===== config.mk =====
export PLATFORM = sky130hd
export DESIGN_NAME = audio_dac_tx
export DESIGN_NICKNAME = d
export VERILOG_FILES = /design/src/rtl/audio_dac_tx.sv
export SDC_FILE = /design/constraint.sdc
export NUM_CORES = 1
export LEC_CHECK = 0
export CELL_PAD_IN_SITES_DETAIL_PLACEMENT = 1
export CELL_PAD_IN_SITES_GLOBAL_PLACEMENT = 2
export CORE_MARGIN = 2
export CORE_UTILIZATION = 38
export DETAILED_ROUTE_END_ITERATION = 6
export PLACE_DENSITY_LB_ADDON = 0.1
export SLEW_MARGIN = 10
export SYNTH_ARGS = -nofsm -noshare
export SYNTH_HDL_FRONTEND = slang
export SYNTH_SLANG_ARGS = --single-unit

===== constraint.sdc =====
create_clock -name state_clk -period 3.6 [get_ports state_clk]
set_input_delay 0.54 -clock state_clk [delete_from_list [all_inputs] [get_ports state_clk]]
set_output_delay 0.54 -clock state_clk [all_outputs]
set_load 0.005 [all_outputs]

===== src/rtl/audio_dac_tx.sv =====
// audio_dac_tx: stereo serializer driving the codec DAC data pin.
// Define DAC_TX_I2S_DELAY_EN for I2S framing (one-bit delay, lrck low = left).
module audio_dac_tx #(
   parameter int WIDTH       = 16,
   parameter int SYNC_STAGES = 2
) (
   input  logic             state_clk,
   input  logic             reset,
   input  logic             aud_bclk,
   input  logic             aud_lrck,
   input  logic [WIDTH-1:0] left_in,
   input  logic [WIDTH-1:0] right_in,
   input  logic             in_valid,
   input  logic             underrun_clr,
   output logic             aud_dacdat,
   output logic             sample_req,
   output logic             underrun
);

`ifdef DAC_TX_I2S_DELAY_EN
   localparam logic I2S = 1'b1;
`else
   localparam logic I2S = 1'b0;
`endif
   localparam int CW = $clog2(WIDTH);

   typedef enum logic [1:0] {
      WAIT_SYNC,
      SHIFT,
      PAD
   } state_t;

   logic [SYNC_STAGES-1:0] bclk_sync_q;
   logic [SYNC_STAGES-1:0] lrck_sync_q;
   logic                   bclk_hist_q;
   logic                   lrck_cap_q;
   logic                   primed_q;
   logic                   bclk_s;
   logic                   lrck_s;
   logic                   bclk_fall;
   logic                   slot_start;
   logic                   left_start;

   logic [WIDTH-1:0] pend_l_q, pend_l_d;
   logic [WIDTH-1:0] pend_r_q, pend_r_d;
   logic [WIDTH-1:0] act_l_q, act_l_d;
   logic [WIDTH-1:0] act_r_q, act_r_d;
   logic             pending_q, pending_d;
   logic             underrun_q, underrun_d;
   logic             req_q;

   state_t           state_q, state_d;
   logic [WIDTH-1:0] shreg_q, shreg_d;
   logic [CW-1:0]    bitcnt_q, bitcnt_d;
   logic             dly_q, dly_d;
   logic             dac_q, dac_d;
   logic [WIDTH-1:0] load_val;

   assign bclk_s     = bclk_sync_q[SYNC_STAGES-1];
   assign lrck_s     = lrck_sync_q[SYNC_STAGES-1];
   assign bclk_fall  = !bclk_s && bclk_hist_q;
   assign slot_start = bclk_fall && primed_q && (lrck_s != lrck_cap_q);
   assign left_start = slot_start && (lrck_s ^ I2S);

   assign aud_dacdat = dac_q;
   assign sample_req = req_q;
   assign underrun   = underrun_q;

   // Synchronize the codec clocks and capture lrck on each bclk fall.
   always_ff @(posedge state_clk) begin
      if (reset) begin
         bclk_sync_q <= '0;
         lrck_sync_q <= '0;
         bclk_hist_q <= 1'b0;
         lrck_cap_q  <= 1'b0;
         primed_q    <= 1'b0;
      end else begin
         bclk_sync_q <= {bclk_sync_q[SYNC_STAGES-2:0], aud_bclk};
         lrck_sync_q <= {lrck_sync_q[SYNC_STAGES-2:0], aud_lrck};
         bclk_hist_q <= bclk_s;
         if (bclk_fall) begin
            lrck_cap_q <= lrck_s;
            primed_q   <= 1'b1;
         end
      end
   end

   // Pending/active sample pair handoff and underrun detection.
   always_comb begin
      pend_l_d   = pend_l_q;
      pend_r_d   = pend_r_q;
      act_l_d    = act_l_q;
      act_r_d    = act_r_q;
      pending_d  = pending_q;
      underrun_d = underrun_q & ~underrun_clr;
      if (left_start) begin
         if (in_valid) begin
            act_l_d   = left_in;
            act_r_d   = right_in;
            pending_d = 1'b0;
         end else if (pending_q) begin
            act_l_d   = pend_l_q;
            act_r_d   = pend_r_q;
            pending_d = 1'b0;
         end else begin
            underrun_d = 1'b1;
         end
      end else if (in_valid) begin
         pend_l_d  = left_in;
         pend_r_d  = right_in;
         pending_d = 1'b1;
      end
   end

   // Sample registers, sticky underrun and the frame strobe.
   always_ff @(posedge state_clk) begin
      if (reset) begin
         pend_l_q   <= '0;
         pend_r_q   <= '0;
         act_l_q    <= '0;
         act_r_q    <= '0;
         pending_q  <= 1'b0;
         underrun_q <= 1'b0;
         req_q      <= 1'b0;
      end else begin
         pend_l_q   <= pend_l_d;
         pend_r_q   <= pend_r_d;
         act_l_q    <= act_l_d;
         act_r_q    <= act_r_d;
         pending_q  <= pending_d;
         underrun_q <= underrun_d;
         req_q      <= left_start;
      end
   end

   assign load_val = (lrck_s ^ I2S) ? act_l_d : act_r_d;

   // Slot state machine: next state, shifter and serial output.
   always_comb begin
      state_d  = state_q;
      shreg_d  = shreg_q;
      bitcnt_d = bitcnt_q;
      dly_d    = dly_q;
      dac_d    = dac_q;
      if (slot_start) begin
         state_d  = SHIFT;
         shreg_d  = load_val;
         bitcnt_d = CW'(WIDTH - 1);
         dly_d    = I2S;
         dac_d    = I2S ? 1'b0 : load_val[WIDTH-1];
      end else if (bclk_fall) begin
         unique case (state_q)
            WAIT_SYNC: dac_d = 1'b0;
            SHIFT: begin
               if (dly_q) begin
                  dly_d = 1'b0;
                  dac_d = shreg_q[WIDTH-1];
               end else if (bitcnt_q == '0) begin
                  state_d = PAD;
                  dac_d   = 1'b0;
               end else begin
                  shreg_d  = shreg_q << 1;
                  bitcnt_d = bitcnt_q - 1'b1;
                  dac_d    = shreg_q[WIDTH-2];
               end
            end
            PAD:     dac_d = 1'b0;
            default: begin
               state_d = WAIT_SYNC;
               dac_d   = 1'b0;
            end
         endcase
      end
   end

   // State register and registered DAC output.
   always_ff @(posedge state_clk) begin
      if (reset) begin
         state_q  <= WAIT_SYNC;
         shreg_q  <= '0;
         bitcnt_q <= '0;
         dly_q    <= 1'b0;
         dac_q    <= 1'b0;
      end else begin
         state_q  <= state_d;
         shreg_q  <= shreg_d;
         bitcnt_q <= bitcnt_d;
         dly_q    <= dly_d;
         dac_q    <= dac_d;
      end
   end

endmodule


### Yosys cells after proc, flatten, opt, wreduce, memory -nomap -nowiden

Index checks and enable logic that the tools add are counted.

* output and inout bits: 3
* input port bits: 38
* register bits after elaboration: 96
* word-level logic and storage cells: 71

* reduce and logical (&&, ||, !) cells: 16
* eq/ne operators: 7
* bitwise operators: 4
* multiplexer cells: 26
* add/subtract/negate cells: 1

Operators by type and width (number)
* $mux 16: 7
* $mux 15: 4
* $mux 4: 4
* $mux 1: 9
* $reduce_and 3->1: 3
* $reduce_or 2->1: 3
* $logic_and 1x1->1: 4
* $logic_not 4->1: 1
* $ne 2x2->1 const B: 2
* $pmux 2 s2: 1
* $reduce_bool 2->1: 2
* $sub 4x1->4 const B: 1
* $ne 3x3->1 const B: 1
* $not 1->1: 3
* $eq 2x1->1 const B: 1
* $eq 2x2->1 const B: 1
* $logic_not 2->1: 1
* $mux 2: 1
* $ne 2x1->1 const B: 1
* $reduce_and 2->1: 1
* $and 1x1->1: 1
* $logic_not 1->1: 1
* $ne 1x1->1: 1

### Depth between registers and ports, before layout

* depth after elaboration: 8
* mapped depth: 8
* depth with buffers taken out: 6

### Worst setup path before layout

OpenSTA, ideal clock, no wires.

* path type: register to register
* start point: register bitcnt_q[0]
* end point: register shreg_q[10]
* buffers on the path: 1
* setup slack: 1.943 ns
* period minus slack after synthesis: 1.657 ns
* data required time: 3.481 ns
* setup time: 0.119 ns
* cell stages (with the launch flop): 8
* arrival: 1.538 ns
* path through: dfxtp_1 inv_1 ha_1 nor3b_1 nor3b_2 nand3_1 buf_2 o221a_2

* cells in the longest elaborated chain, start to end: 3

RTL lines
* start, declared: RTL line 54 `logic [CW-1:0] bitcnt_q, bitcnt_d;`
* start signal, assigned: RTL line 187 `bitcnt_q <= bitcnt_d;`
* $logic_not 4->1: RTL line 158 `end else if (bitcnt_q == '0) begin`
* $ne 2x2->1 (no line)
* $reduce_and 3->1 (no line)
* end signal, assigned: RTL line 186 `shreg_q <= shreg_d;`
* end, declared: RTL line 53 `logic [WIDTH-1:0] shreg_q, shreg_d;`

Every way passes these cells.
A chain may end at the register's enable or synchronous reset.

### Worst setup path after layout

* start point: register lrck_sync_q[1]
* end point: register shreg_q[7]

* cells in the longest elaborated chain, start to end: 6
* elaborated cells on any way between the ends: 11
* those cells by class: 2 x eq/ne; 4 x mux; 5 x reduce/logical

RTL lines
* start, declared: RTL line 34 `logic [SYNC_STAGES-1:0] lrck_sync_q;`
* start signal, assigned: RTL line 79 `lrck_sync_q <= {lrck_sync_q[SYNC_STAGES-2:0], aud_lrck};`
* $ne 1x1->1: RTL line 62 `assign slot_start = bclk_fall && primed_q && (lrck_s != lrck_cap_q);`
* $logic_and 1x1->1: RTL line 62
* $logic_and 1x1->1: RTL line 63 `assign left_start = slot_start && (lrck_s ^ I2S);`
* $mux 16: RTL line 96 `if (left_start) begin`
* $mux 16: RTL line 136 `assign load_val = (lrck_s ^ I2S) ? act_l_d : act_r_d;`
* $mux 15: RTL line 145 `if (slot_start) begin`

Parallel ways exist; a longest one is shown, timed or not.

==> summary.txt <==
Run status
  – Status: complete, no violations

Setup path
  – CP endpoint kind: register
  – Crit-path max cell delay: 570 ps
  – Arr. time, crit path: 2610 ps
  – Buf/Inv on CP: 0
  – Startpoint types: register
  – Required @ worst endpoint: 3840 ps
  – CP max stage cell: nand3_1
  – Crit-path cells: and2b_1 -> o21ai_2 -> nand3_1 -> o221a_2
  – Worst path top cell family by delay: compound AO/OA/AOI/OAI gates
  – CP max FO: 13
  – Worst Path Class, Setup: reg2reg

Clock network
  – Root buffer cell: clkbuf_16
  – Clk Latency, worst-skew pair: 350 ps
  – Post-CTS sizing: 0
  – Clock sink total: 96
  – Post CTS Setup Buffer Count: 0
  – CTS max path bufs: 2
  – CTS Buf Count: 9
  – CTS tree: yes
  – H-tree depth: 3
  – Worst-path clk slew: 70 ps
  – Post-CTS Hold Fix Bufs: 0

STA
  – Hold slack: 452 ps
  – Final-report hold violation count: 0
  – Min Tclk post-route: 2370 ps
  – Max Slew Vio Count: 0
  – Maximum clock frequency: 422 MHz
  – Setup TNS Final: 0 ps
  – Slew headroom: 0.247
  – Worst-margin pin slew: 1130 ps
  – Period utilisation layout: 0.658
  – RSZ-0062 raised after global routing: false
  – Setup violations, final: 0
  – Clock Skews: 9.49 ps

Global route
  – GR Overflow Total: 0
  – Vias in the first global route: 4168
  – Pin count of the biggest net entering global routing: 99
  – GRT Util Overall: 0.215
  – First-pass GRT wire length: 22600 um
  – Initial antenna violation count: 0

Power and ir drop
  – Pint: 1690 uW
  – Switching pwr: 555 uW
  – PD cells: 407 nW/um2
  – P_leak: 0.00191 uW
  – Clock share of power: 0.407
  – Sw Share: 0.247
  – Reg power frac: 0.495
  – Peak supply drop: 210 uV
  – Gate power share: 0.099

Placed design
  – Detailed placement HPWL: 8950 um
  – Routability congestion estimate: 0.723
  – Port bufs: 40

Logic synthesis
  – Largest cells by area after synthesis: dfxtp_1 40%, nand2_1 5.4%, a21oi_1 4.1%
  – Syn. warnings: 0
  – Prevailing post-synth register cell: dfxtp_1
  – Post-synth top area cell: dfxtp_1
  – Number of synthesized flops with an enable pin: 0
  – Post-Syn Nets: 599
  – Sequential area share after synthesis: 0.398
  – Syn Area/Cell: 8.62 um2
  – Mapped Cells: 560
  – Distinct cells, synth: 62
  – Ys async rst share: 0
  – Top-area cell type share of the netlist area: 0.398
  – Synthesized area: 4830 um2
  – Seq cells post-synth: 96

Layout
  – Commonest non-fill, non-tap cell in the layout: dfxtp_1
  – Filler cells: 1499
  – Layout cells sized above 1: 0.139
  – Antenna diodes: 0
  – Most frequent cells in the layout: 95 x dfxtp_1, 69 x nand2_1, 50 x nor2_1, 40 x a21oi_1, 39 x clkdlybuf4s50_1
  – Layout area overhead: 14.2%
  – # nets final: 610

Route
  – Avg WL per Cell: 18.4 um
  – Vias: 4184
  – Initial DRC Count: 232
  – Routed WL: 13800 um
  – First drt pass iteration count: 4
  – Drt drc: 0
  – Final ANT Viol Nets: 0
  – DR vias/cell: 5.60

Floorplan
  – Core area: 12500 um2
  – Row Count: 41
  – Vert. Die Dim: 117 um
  – Chip Width: 117 um
  – Initial core utilization: 0.386
  – Die area: 13600 um2
  – Top Ports: 41

Worst hold path
  – Worst Hold Class: reg2reg

Job
  – MaxCap Viol Count: 0
state kept, by name, summed over array words and instances, names as in the netlist, 2 cells and up:
register and cells:
shreg_q 15, act_l_q 16, pend_l_q 16, act_r_q 16, bitcnt_q 4, lrck_sync_q 2, state_q 2, bclk_sync_q 2
pend_r_q 16
cell type report:
class / instances / area (um2) / share of cell area
flip-flops and latches: 96 / 1920 / 0.349
well taps: 172 / 215 / 0.0390
multi-input cells: 378 / 2490 / 0.452
inverters: 34 / 128 / 0.0231
repair buffers: 52 / 488 / 0.0885
clock buffers: 15 / 268 / 0.0485
worst register-to-register path: stages (launching register included):
cell	delay [ps]
dfxtp_1	530
and2b_1	250
o21ai_2	410
nand3_1	570
o221a_2	490
synth_stat cells (13+ instances only):
cell      count
inv_1        34
a211oi_1     14
nand2b_1     17
mux2_2       13
a21oi_1      40
dfxtp_1      96
nand2_1      69
o221a_2      13
clkbuf_1     18
o22ai_1      26
mux2i_1      15
buf_2        21
nor3_1       14
a41oi_1      14
nor2_1       50
kinds of logic after synthesis:
kind of cell | share of synthesized area
DFF | 0.398
and+or+nand+nor | 0.196
buffers and inverters | 0.0878
adders and majority gates | 0.00259
xor gates and xnor gates | 0.00726
AOI/OAI and AO/OA | 0.247
muxes | 0.0614
final timing paths:
kind                   from              to  slack, ps  cells after the start
min reg2reg  bclk_sync_q[0]  bclk_sync_q[1]        450                      1
max          lrck_sync_q[1]      shreg_q[7]       1230                      4
max reg2reg  lrck_sync_q[1]      shreg_q[7]       1230                      4
min          bclk_sync_q[0]  bclk_sync_q[1]        450                      1
metal layers:
layer  vias up  GRT usage  share of wire
met3        14     0.0301          0.030
li1       2038          -              -
met5         -          0              0
met4         0     0.0698          0.015
met1      2082      0.293           0.47
met2        50      0.354           0.48
stage by stage:
step / std cells / utilization / setup WS [ps] / cell area (um2) / total power, uW
global placement: 732 / 0.419 / 1050 / 5240 / 1350
CTS: 747 / 0.440 / 1230 / 5510 / 2280
detailed placement: 732 / 0.419 / 997 / 5240 / 1360
global route: 747 / 0.441 / 1000 / 5520 / 2350
floorplan: 560 / - / 1940 / 4830 / 1270
finish: 747 / 0.441 / 1230 / 5520 / 2250
power by group through the flow:
stage	clock (uW)	combinational (uW)	sequential [uW]
6_report	913	222	1110
5_1_grt	988	246	1120
4_1_cts	940	225	1110
3_5_place_dp	0	224	1140
3_3_place_gp	0	218	1130
2_1_floorplan	0	150	1120
Power figures use the tool's default switching activity.
